### src/rtl/at25010_spi_slave_if.sv
// SPI bus bundle between an SPI master and the AT25010 responder.
// Mode 0: sck idles low, data sampled on the rising edge.
interface at25010_spi_slave_if;
    logic sck;
    logic cs_n;
    logic mosi;
    logic miso;

    modport slave (
        input  sck,
        input  cs_n,
        input  mosi,
        output miso
    );

    modport master (
        output sck,
        output cs_n,
        output mosi,
        input  miso
    );
endinterface

### src/rtl/at25010_spi_slave.sv
// SPI mode-0 responder emulating an AT25010 128x8 serial EEPROM.
// Supports READ, WRITE, WREN, WRDI, RDSR plus a local preload port.
module at25010_spi_slave #(
    parameter int MEM_DEPTH   = 128,
    parameter int ADDR_W      = 7,
    parameter int PAGE_BYTES  = 8,
    parameter int SYNC_STAGES = 2
) (
    input  logic              clk,
    input  logic              rst_n,
    at25010_spi_slave_if.slave spi,
    input  logic              ld_we,
    input  logic [ADDR_W-1:0] ld_addr,
    input  logic [7:0]        ld_data,
    output logic              wel,
    output logic              selected
);

    typedef enum logic [2:0] {
        S_IDLE,
        S_CMD,
        S_ADDR,
        S_RDATA,
        S_WDATA,
        S_STATUS,
        S_IGNORE
    } state_e;

    localparam logic [ADDR_W-1:0] PG_M = ADDR_W'(PAGE_BYTES - 1);

    logic [SYNC_STAGES-1:0] sck_q, cs_q, mosi_q;
    logic sck_prev_q;
    logic sck_s, cs_s, mosi_s, rise, fall;

    state_e            state_q, state_d;
    logic [2:0]        bit_cnt_q, bit_cnt_d;
    logic [7:0]        rx_q, rx_d;
    logic [7:0]        tx_q, tx_d;
    logic [ADDR_W-1:0] ptr_q, ptr_d;
    logic              wr_q, wr_d;
    logic              wel_q, wel_d;
    logic              miso_q, miso_d;

    logic [7:0]        mem_q [MEM_DEPTH];
    logic              mem_we;
    logic [7:0]        rx_byte;
    logic              done;
    logic [ADDR_W-1:0] addr_in;
    logic [ADDR_W-1:0] pg_next;

    // cs_n synchronizer resets high so the part comes up deselected
    always_ff @(posedge clk or negedge rst_n) begin
        if (!rst_n) begin
            sck_q      <= '0;
            cs_q       <= '1;
            mosi_q     <= '0;
            sck_prev_q <= 1'b0;
        end else begin
            sck_q      <= {sck_q[SYNC_STAGES-2:0], spi.sck};
            cs_q       <= {cs_q[SYNC_STAGES-2:0], spi.cs_n};
            mosi_q     <= {mosi_q[SYNC_STAGES-2:0], spi.mosi};
            sck_prev_q <= sck_s;
        end
    end

    assign sck_s  = sck_q[SYNC_STAGES-1];
    assign cs_s   = cs_q[SYNC_STAGES-1];
    assign mosi_s = mosi_q[SYNC_STAGES-1];
    assign rise   = sck_s & ~sck_prev_q;
    assign fall   = ~sck_s & sck_prev_q;

    assign rx_byte = {rx_q[6:0], mosi_s};
    assign done    = rise && (bit_cnt_q == 3'd7);
    assign addr_in = rx_byte[ADDR_W-1:0];
    assign pg_next = (ptr_q & ~PG_M) | ((ptr_q + 1'b1) & PG_M);

    always_comb begin
        state_d   = state_q;
        bit_cnt_d = bit_cnt_q;
        rx_d      = rx_q;
        tx_d      = tx_q;
        ptr_d     = ptr_q;
        wr_d      = wr_q;
        wel_d     = wel_q;
        miso_d    = miso_q;
        mem_we    = 1'b0;

        if (cs_s) begin
            state_d   = S_IDLE;
            bit_cnt_d = 3'd0;
            miso_d    = 1'b0;
            if (wr_q && (state_q == S_ADDR || state_q == S_WDATA))
                wel_d = 1'b0;
        end else begin
            if (rise) begin
                rx_d      = rx_byte;
                bit_cnt_d = bit_cnt_q + 3'd1;
            end
            if (fall && (state_q == S_RDATA || state_q == S_STATUS)) begin
                miso_d = tx_q[7];
                tx_d   = {tx_q[6:0], 1'b0};
            end
            unique case (state_q)
                S_IDLE: begin
                    state_d   = S_CMD;
                    bit_cnt_d = 3'd0;
                    rx_d      = 8'h00;
                end
                S_CMD: if (done) begin
                    case (rx_byte)
                        8'h03: begin
                            state_d = S_ADDR;
                            wr_d    = 1'b0;
                        end
                        8'h02: begin
                            state_d = wel_q ? S_ADDR : S_IGNORE;
                            wr_d    = 1'b1;
                        end
                        8'h06: begin
                            wel_d   = 1'b1;
                            state_d = S_IGNORE;
                        end
                        8'h04: begin
                            wel_d   = 1'b0;
                            state_d = S_IGNORE;
                        end
                        8'h05: begin
                            state_d = S_STATUS;
                            tx_d    = {6'b0, wel_q, 1'b0};
                        end
                        default: state_d = S_IGNORE;
                    endcase
                end
                S_ADDR: if (done) begin
                    if (wr_q) begin
                        ptr_d   = addr_in;
                        state_d = S_WDATA;
                    end else begin
                        tx_d    = mem_q[addr_in];
                        ptr_d   = addr_in + 1'b1;
                        state_d = S_RDATA;
                    end
                end
                S_RDATA: if (done) begin
                    tx_d  = mem_q[ptr_q];
                    ptr_d = ptr_q + 1'b1;
                end
                S_WDATA: if (done) begin
                    mem_we = 1'b1;
                    ptr_d  = pg_next;
                end
                S_STATUS: if (done) begin
                    tx_d = {6'b0, wel_q, 1'b0};
                end
                S_IGNORE: ;
                default: state_d = S_IDLE;
            endcase
        end
    end

    always_ff @(posedge clk or negedge rst_n) begin
        if (!rst_n) begin
            state_q   <= S_IDLE;
            bit_cnt_q <= 3'd0;
            rx_q      <= 8'h00;
            tx_q      <= 8'h00;
            ptr_q     <= '0;
            wr_q      <= 1'b0;
            wel_q     <= 1'b0;
            miso_q    <= 1'b0;
        end else begin
            state_q   <= state_d;
            bit_cnt_q <= bit_cnt_d;
            rx_q      <= rx_d;
            tx_q      <= tx_d;
            ptr_q     <= ptr_d;
            wr_q      <= wr_d;
            wel_q     <= wel_d;
            miso_q    <= miso_d;
        end
    end

    // SPI write takes the port; a colliding preload is dropped
    always_ff @(posedge clk) begin
        if (mem_we)
            mem_q[ptr_q] <= rx_byte;
        else if (ld_we)
            mem_q[ld_addr] <= ld_data;
    end

    assign spi.miso = miso_q;
    assign wel      = wel_q;
    assign selected = ~cs_s;

endmodule

### src/flat_wrapper.sv
// flat-port wrapper written by rule: the top's interface ports become plain ports
module at25010_spi_slave_flat 
#(
    parameter int MEM_DEPTH   = 128,
    parameter int ADDR_W      = 7,
    parameter int PAGE_BYTES  = 8,
    parameter int SYNC_STAGES = 2
)
  (clk, rst_n, ld_we, ld_addr, ld_data, wel, selected, spi_sck, spi_cs_n, spi_mosi, spi_miso);
  at25010_spi_slave_if spi_i ();
  input  logic clk;
  input  logic rst_n;
  input  logic ld_we;
  input  logic [ADDR_W-1:0] ld_addr;
  input  logic [7:0] ld_data;
  output logic wel;
  output logic selected;
  input wire logic [$bits(spi_i.sck)-1:0] spi_sck;
  input wire logic [$bits(spi_i.cs_n)-1:0] spi_cs_n;
  input wire logic [$bits(spi_i.mosi)-1:0] spi_mosi;
  output wire logic [$bits(spi_i.miso)-1:0] spi_miso;
  assign spi_i.sck = spi_sck;
  assign spi_i.cs_n = spi_cs_n;
  assign spi_i.mosi = spi_mosi;
  assign spi_miso = spi_i.miso;
  at25010_spi_slave #(.MEM_DEPTH(MEM_DEPTH), .ADDR_W(ADDR_W), .PAGE_BYTES(PAGE_BYTES), .SYNC_STAGES(SYNC_STAGES)) u_core (.clk(clk), .rst_n(rst_n), .spi(spi_i), .ld_we(ld_we), .ld_addr(ld_addr), .ld_data(ld_data), .wel(wel), .selected(selected));
endmodule
### config.mk
export PLATFORM = sky130hd
export DESIGN_NAME = at25010_spi_slave_flat
export DESIGN_NICKNAME = d
export VERILOG_FILES = /design/src/rtl/at25010_spi_slave_if.sv /design/src/rtl/at25010_spi_slave.sv /design/src/flat_wrapper.sv
export SDC_FILE = /design/constraint.sdc
export NUM_CORES = 1
export LEC_CHECK = 0
export BUFFER_PORTS_ARGS = -buffer_cell sky130_fd_sc_hd__clkbuf_2
export CORE_ASPECT_RATIO = 0.75
export CORE_MARGIN = 2
export CORE_UTILIZATION = 40
export CTS_CLUSTER_SIZE = 28
export DETAILED_ROUTE_END_ITERATION = 7
export GPL_ROUTABILITY_DRIVEN = 0
export SYNTH_ARGS = -nofsm -noshare
export SYNTH_HDL_FRONTEND = slang
export SYNTH_SLANG_ARGS = --single-unit
### constraint.sdc
create_clock -name clk -period 7.85 [get_ports clk]
set_clock_uncertainty 0.15 [all_clocks]
set_input_delay 0 -clock clk [delete_from_list [all_inputs] [get_ports clk]]
set_output_delay 0 -clock clk [all_outputs]
set_load 0.005 [all_outputs]
==> results of run 1 <==
-- cell families after synthesis --
family / count (synthesis) / share of synthesized area
AOI/OAI and AO/OA: 275 / 0.0375
muxes: 654 / 0.267
and+or+nand+nor: 448 / 0.0407
adders and majority gates: 7 / 0.00174
xor gates and xnor gates: 8 / 0.00139
DFF: 1062 / 0.629
buffers and inverters: 215 / 0.0221
-- worst max path at each step --
stage / start / end / cells after the start
floorplan: u_core.state_q[2]$_DFFE_PN0P_ / u_core.mem_q[0][0]$_DFFE_PP_ / 8
global route: u_core.bit_cnt_q[0]$_DFFE_PN0P_ / u_core.mem_q[27][4]$_DFFE_PP_ / 7
detailed placement: u_core.bit_cnt_q[0]$_DFFE_PN0P_ / u_core.mem_q[44][4]$_DFFE_PP_ / 9
global placement: u_core.bit_cnt_q[0]$_DFFE_PN0P_ / u_core.mem_q[68][5]$_DFFE_PP_ / 9
CTS: u_core.bit_cnt_q[0]$_DFFE_PN0P_ / u_core.mem_q[124][5]$_DFFE_PP_ / 9
finish: u_core.bit_cnt_q[0]$_DFFE_PN0P_ / u_core.mem_q[27][6]$_DFFE_PP_ / 7
-- power by group through the flow --
stage / clock, mW / sequential (mW) / combinational [mW]
5_1_grt: 5.17 / 6.29 / 0.832
3_5_place_dp: 0 / 6.41 / 0.789
2_1_floorplan: 0 / 6.41 / 0.478
3_3_place_gp: 0 / 6.41 / 0.782
4_1_cts: 4.97 / 6.29 / 0.793
6_report: 4.93 / 6.29 / 0.801
-- routing by layer --
metal,part of all wire,global-route usage,vias to the layer above
li1,-,-,11300
met1,0.41,0.386,15900
met2,0.42,0.340,2316
met3,0.14,0.0857,295
met4,0.030,0.0660,4
met5,0.00017,0,-
-- synth_stat cells (5+ instances only) --
cell	count	share of area
a2111oi_0	5	0.00087
a211oi_1	27	0.0040
a21oi_1	54	0.0054
a221oi_1	13	0.0023
a22o_1	8	0.0014
a22oi_1	50	0.0074
a31oi_1	11	0.0014
and2_1	10	0.0012
buf_1	15	0.0011
buf_2	74	0.0074
buf_4	29	0.0043
buf_6	14	0.0031
clkbuf_1	72	0.0054
dfrtp_1	36	0.018
edfxtp_1	1024	0.61
ha_1	7	0.0017
inv_1	9	0.00067
mux2_2	34	0.0076
mux2i_1	70	0.014
mux4_2	550	0.25
nand2_1	127	0.0095
nand2b_1	12	0.0015
nand3_1	38	0.0038
nand3b_1	8	0.0012
nor2_1	165	0.012
nor2b_1	33	0.0041
nor3_1	21	0.0021
nor4_1	7	0.00087
o2111ai_1	10	0.0017
o211ai_1	5	0.00075
o21ai_0	38	0.0038
o22ai_1	9	0.0011
o31ai_1	7	0.0010
xnor2_1	6	0.0010
-- flip-flops by register name (all words and copies together), names as in the netlist --
name	count
u_core.rx_q	7
u_core.state_q	3
u_core.sck_q	2
u_core.sck_prev_q	1
u_core.tx_q	8
u_core.bit_cnt_q	3
u_core.wel	1
u_core.wr_q	1
u_core.spi.miso	1
u_core.mosi_q	2
u_core.ptr_q	7
u_core.mem_q	1024
u_core.cs_q	2
-- cell usage in the layout, fill, tap and decap left out, types with 8 or more instances in the layout --
cell type      count
nor2b_1           31
o21ai_0           35
mux2_2            34
bufinv_16          8
dfrtp_1           27
nand3b_1           8
nand2b_1          10
nor2_1           164
o22ai_1            9
clkinvlp_4         8
clkbuf_1          15
a211oi_1          27
inv_1              9
nor3_1            21
nand3_1           32
o2111ai_1         10
a21oi_1           54
clkinv_2          23
clkinv_1          19
a31oi_1           11
a22o_1             8
edfxtp_1        1024
and2_1            10
clkbuf_16        103
dfrtp_4            8
clkbuf_2          23
buf_4             53
a221oi_1          13
mux4_2           550
dlygate4sd3_1      9
nand2_1          122
a22oi_1           50
mux2i_1           70
-- critical path: stages, from the launching register on --
cell and delay (ns):
dfrtp_1 0.37, ha_1 0.16, ha_1 0.18, nand4bb_1 0.50, o21a_1 0.78, o21ai_0 1.14
nand2_1 0.68, nor2_1 0.86
-- per-stage QoR --
step	instance area, um^2	hold slack (ns)	util	setup WS, ns	instances
2_1_floorplan	50400	-0.446	-	-0.191	2669
3_3_place_gp	52200	-0.0548	0.419	3.10	4200
3_5_place_dp	52200	-0.0509	0.419	2.91	4200
4_1_cts	55600	0.0111	0.445	2.89	4397
5_1_grt	55600	0.0462	0.445	2.56	4399
6_report	55600	0.0599	0.445	2.64	4399
-- layout make-up --
| cell class | count | share of cell area |
|---|---|---|
| Multi-Input combinational cell | 1392 | 0.319 |
| Timing Repair Buffer | 92 | 0.0134 |
| Clock inverter | 69 | 0.0106 |
| Antenna cell | 2 | 0.0000901 |
| Inverter | 10 | 0.000676 |
| Tap cell | 1653 | 0.0372 |
| Clock buffer | 119 | 0.0477 |
| Sequential cell | 1062 | 0.571 |
-- timing repair --
action                    in CTS  in global routing
hold buffers                   9                  0
gates resized for setup        0                  0
hold endpoints to repair      66                  0
==> flow_metrics.tcl, run 1 <==
set metrics [dict create \
    wire_per_inst_um 36.8 \
    start_util 0.404 \
    synth_edf_count 1024 \
    critPathKind "flip-flop to flip-flop" \
    p_seq_frac 0.524 \
    rsz0062_at_grt "false" \
    grt_usage 0.252 \
    syn_area_um2 50400 \
    regToRegSetupSlack_ns 2.64 \
    syn_nets 2697 \
    min_path_cells 4 \
    path_clk_slew_ns 0.07 \
    io_pins 24 \
    end_kind "flip-flop" \
    ys.flop_type "edfxtp_1" \
    ir_drop_mv 0.205 \
    synth_cell_types 77 \
    cts_buffer_depth 3 \
    cap_violations 1 \
    layout_min_cycle_time_ns 5.21 \
    nets 2688 \
    power.switching_mw 2.80 \
    htree_levels 3 \
    port_buffers 23 \
    cts_buffers 102 \
    cp.arrival_ns 5.40 \
    holdCritPathClass "input port to flip-flop" \
    postCtsSetupBuffers 0 \
    drt_first_pass_iters 7 \
    grt_max_degree 129 \
    finalCritPeriodShare 0.664 \
    min_from "ld_data[0]" \
    fp-row-count 112 \
    wl_mm 162 \
    cts_tree "built" \
    hpwl_mm 105 \
    whs_endpoint "u_core.mem_q[35][0]$_DFFE_PP_" \
    yosys_warnings 0 \
    first_iter_violations 4943 \
    fin_tns_setup_ns 0 \
    clock_latency_ns 0.72 \
    power_mw 12.0 \
    die_w_um 414 \
    ff_latch_area_um2 31700 \
    timing.rr.end "u_core.mem_q[27][6]$_DFFE_PP_" \
    fill_cells 10600 \
    relSlewSlack 0.0174 \
    final_max_slew_viol_count 0 \
    multi_input_area_um2 17700 \
    r2r_cells 7 \
    async_reset_ff_frac 0.0358 \
    drc 0 \
    drive_above_1_share 0.313 \
    swShare 0.233 \
    finalHoldViolations 0 \
    cts_root_buffer "clkbuf_16" \
    synthCells 2669 \
    critPathLaunchType "flip-flop" \
    via_count 29900 \
    syn_to_final_growth_pct 10.3 \
    p_int_mw 9.22 \
    dieArea_um2 129000 \
    die_h_um 311 \
    worstMarginPinSlew_ns 1.46 \
    synth_seq_cells 1062 \
    cts_sinks 1062 \
    syn_area_per_cell_um2 18.9 \
    required_ns 8.03 \
    power_density_nw_per_um2 216 \
    status "complete, but fails checks" \
    grt_pass1_wl_mm 229 \
    antenna_found_initial 10 \
    r2r-start "u_core.bit_cnt_q[0]$_DFFE_PN0P_" \
    fmax_mhz 192 \
    finalSetupViolations 0 \
    grt_pass1_vias 29000 \
    ant_nets 0 \
    leakage_nw 16.3 \
    clockPowerShare 0.410 \
    core_um2 125000 \
    grt_overflow_total 0 \
    vias_per_cell 6.79 \
    path_max_fanout 28 \
    synth-seq-area-share 0.629 \
    combPwrFrac 0.067 \
    failed_checks "max-capacitance violations" \
]
(Power assumes the default switching activity.)
==> inputs of run 2 (changes only) <==
Clock period 7.85 ns to 4.4 ns, I/O delays scaled along.
==> flow_metrics.tcl, run 2 (same netlist as run 1, synthesis figures left out) <==
set metrics [dict create \
    status "complete, no violations" \
    grt_max_degree 129 \
    path_max_fanout 46 \
    cts_tree "built" \
    holdCritPathClass "input port to flip-flop" \
    top_regs "u_core.mem_q x1024, u_core.tx_q x8" \
    stdcell_count 4646 \
    hpwl_mm 109 \
    dieArea_um2 129000 \
    required_ns 4.81 \
    final_cell_mix "1024 x edfxtp_1, 550 x mux4_2, 272 x buf_4" \
    fill_cells 10500 \
    cp.arrival_ns 4.67 \
    final_common_cell "edfxtp_1" \
    grt_pass1_wl_mm 230 \
    grt_busiest_layer "met1" \
    path_clk_slew_ns 0.06 \
    die_h_um 311 \
    fp-row-count 112 \
    vias_per_cell 6.57 \
    power_mw 21.8 \
    setup_ws_ns 0.142 \
    finalCritPeriodShare 0.968 \
    r2r-start "u_core.ptr_q[1]$_DFFE_PN0P_" \
    core_um2 125000 \
    drc 0 \
    layout_min_cycle_time_ns 4.26 \
    cts_buffer_depth 3 \
    regMostFlops "u_core.mem_q" \
    grtUsageMet1 0.377 \
    postCtsSetupBuffers 0 \
    wl_mm 162 \
    cts_buffers 104 \
    syn_to_final_growth_pct 14.6 \
    ant_nets 0 \
    timing.hold.ws_ns 0.0635 \
    ff_latch_area_um2 31700 \
    cap_violations 0 \
    grt.met2_usage 0.361 \
    port_buffers 23 \
    grt_usage 0.251 \
    largest_reg_flops 1024 \
    multi_input_area_um2 17700 \
    finalHoldViolations 0 \
    grtUsageMet3 0.0726 \
    cts_resized 0 \
    via_count 30500 \
    drive_above_1_share 0.366 \
    antenna_found_initial 2 \
    relSlewSlack 0.0661 \
    swShare 0.226 \
    finalSetupViolations 0 \
    io_pins 24 \
    p_int_mw 16.9 \
    first_iter_violations 4963 \
    critPathLaunchType "flip-flop" \
    power_density_nw_per_um2 377 \
    clockPowerShare 0.419 \
    leakage_nw 17.8 \
    die_w_um 414 \
    place_area_um2 54200 \
    cts_sinks 1062 \
    startpoint "u_core.ptr_q[1]$_DFFE_PN0P_" \
    dp.cells 4439 \
    p_seq_frac 0.516 \
    drt_first_pass_iters 7 \
    grt_overflow_total 0 \
    start_util 0.404 \
    rsz0062_at_grt "false" \
    wire_per_inst_um 34.9 \
    final_max_slew_viol_count 0 \
    ir_drop_mv 0.343 \
    clock_latency_ns 0.72 \
    worstMarginPinSlew_ns 1.40 \
    power.switching_mw 4.91 \
    nets 2934 \
    fmax_mhz 235 \
    cts_root_buffer "clkbuf_16" \
    htree_levels 3 \
    critPathKind "flip-flop to flip-flop" \
    stdcell_area_um2 57800 \
    combPwrFrac 0.065 \
    grt_pass1_vias 30200 \
    min_from "ld_data[4]" \
    pre_cts_ws_ns 0.386 \
    end_kind "flip-flop" \
]
## run 2: timing repair
action	CTS	global route
hold buffers	14	0
endpoints found under the setup margin	0	0
hold endpoints to repair	539	0
## run 2: final cells by class
type	instances	area share
Timing Repair Buffer	336	0.0491
Clock buffer	120	0.0468
Tap cell	1653	0.0358
Antenna cell	3	0.000130
Clock inverter	70	0.0122
Multi-Input combinational cell	1392	0.306
Sequential cell	1062	0.550
Inverter	10	0.000650
## run 2: worst max-delay path, cell delays in order (launching register included)
cell and delay, ns:
dfrtp_4 1.22, buf_4 0.44, mux4_2 0.40, a22o_1 0.21, a221oi_1 0.41, o22ai_1 0.25, o41ai_1 0.86, o21ai_1 0.11
## run 2: final timing paths
kind | endpoint | slack, ns | cells after the start
worst max-delay path | u_core.tx_q[7]$_DFFE_PN0N_ | 0.14 | 7
worst min-delay path | u_core.mem_q[121][4]$_DFFE_PP_ | 0.06 | 4
worst max register to register | u_core.tx_q[7]$_DFFE_PN0N_ | 0.14 | 7
worst min register to register | u_core.cs_q[1]$_DFF_PN1_ | 0.24 | 0
max in group asynchronous | u_core.ptr_q[3]$_DFFE_PN0P_ | 3.31 | 4
min in group asynchronous | u_core.mosi_q[0]$_DFF_PN0_ | 0.30 | 4
## run 2: per-layer routing
layer | up-vias | part of all wire
li1 | 11900 | -
met1 | 16200 | 0.41
met2 | 2146 | 0.44
met3 | 292 | 0.13
met4 | 0 | 0.027
met5 | - | 0
## run 2: power groups by stage
stage / Combinational, mW / Sequential, mW / Clock [mW]
6_report: 1.42 / 11.2 / 9.13
5_1_grt: 1.47 / 11.2 / 9.65
4_1_cts: 1.40 / 11.2 / 9.24
3_5_place_dp: 1.39 / 11.4 / 0
3_3_place_gp: 1.36 / 11.4 / 0
2_1_floorplan: 0.852 / 11.4 / 0
## run 2: through the flow
stage	utilization	setup TNS (ns)
after floorplan	-	-558.43
after global placement	0.435	0
after detailed placement	0.435	0
after CTS	0.463	0
after global routing	0.463	0
final	0.463	0
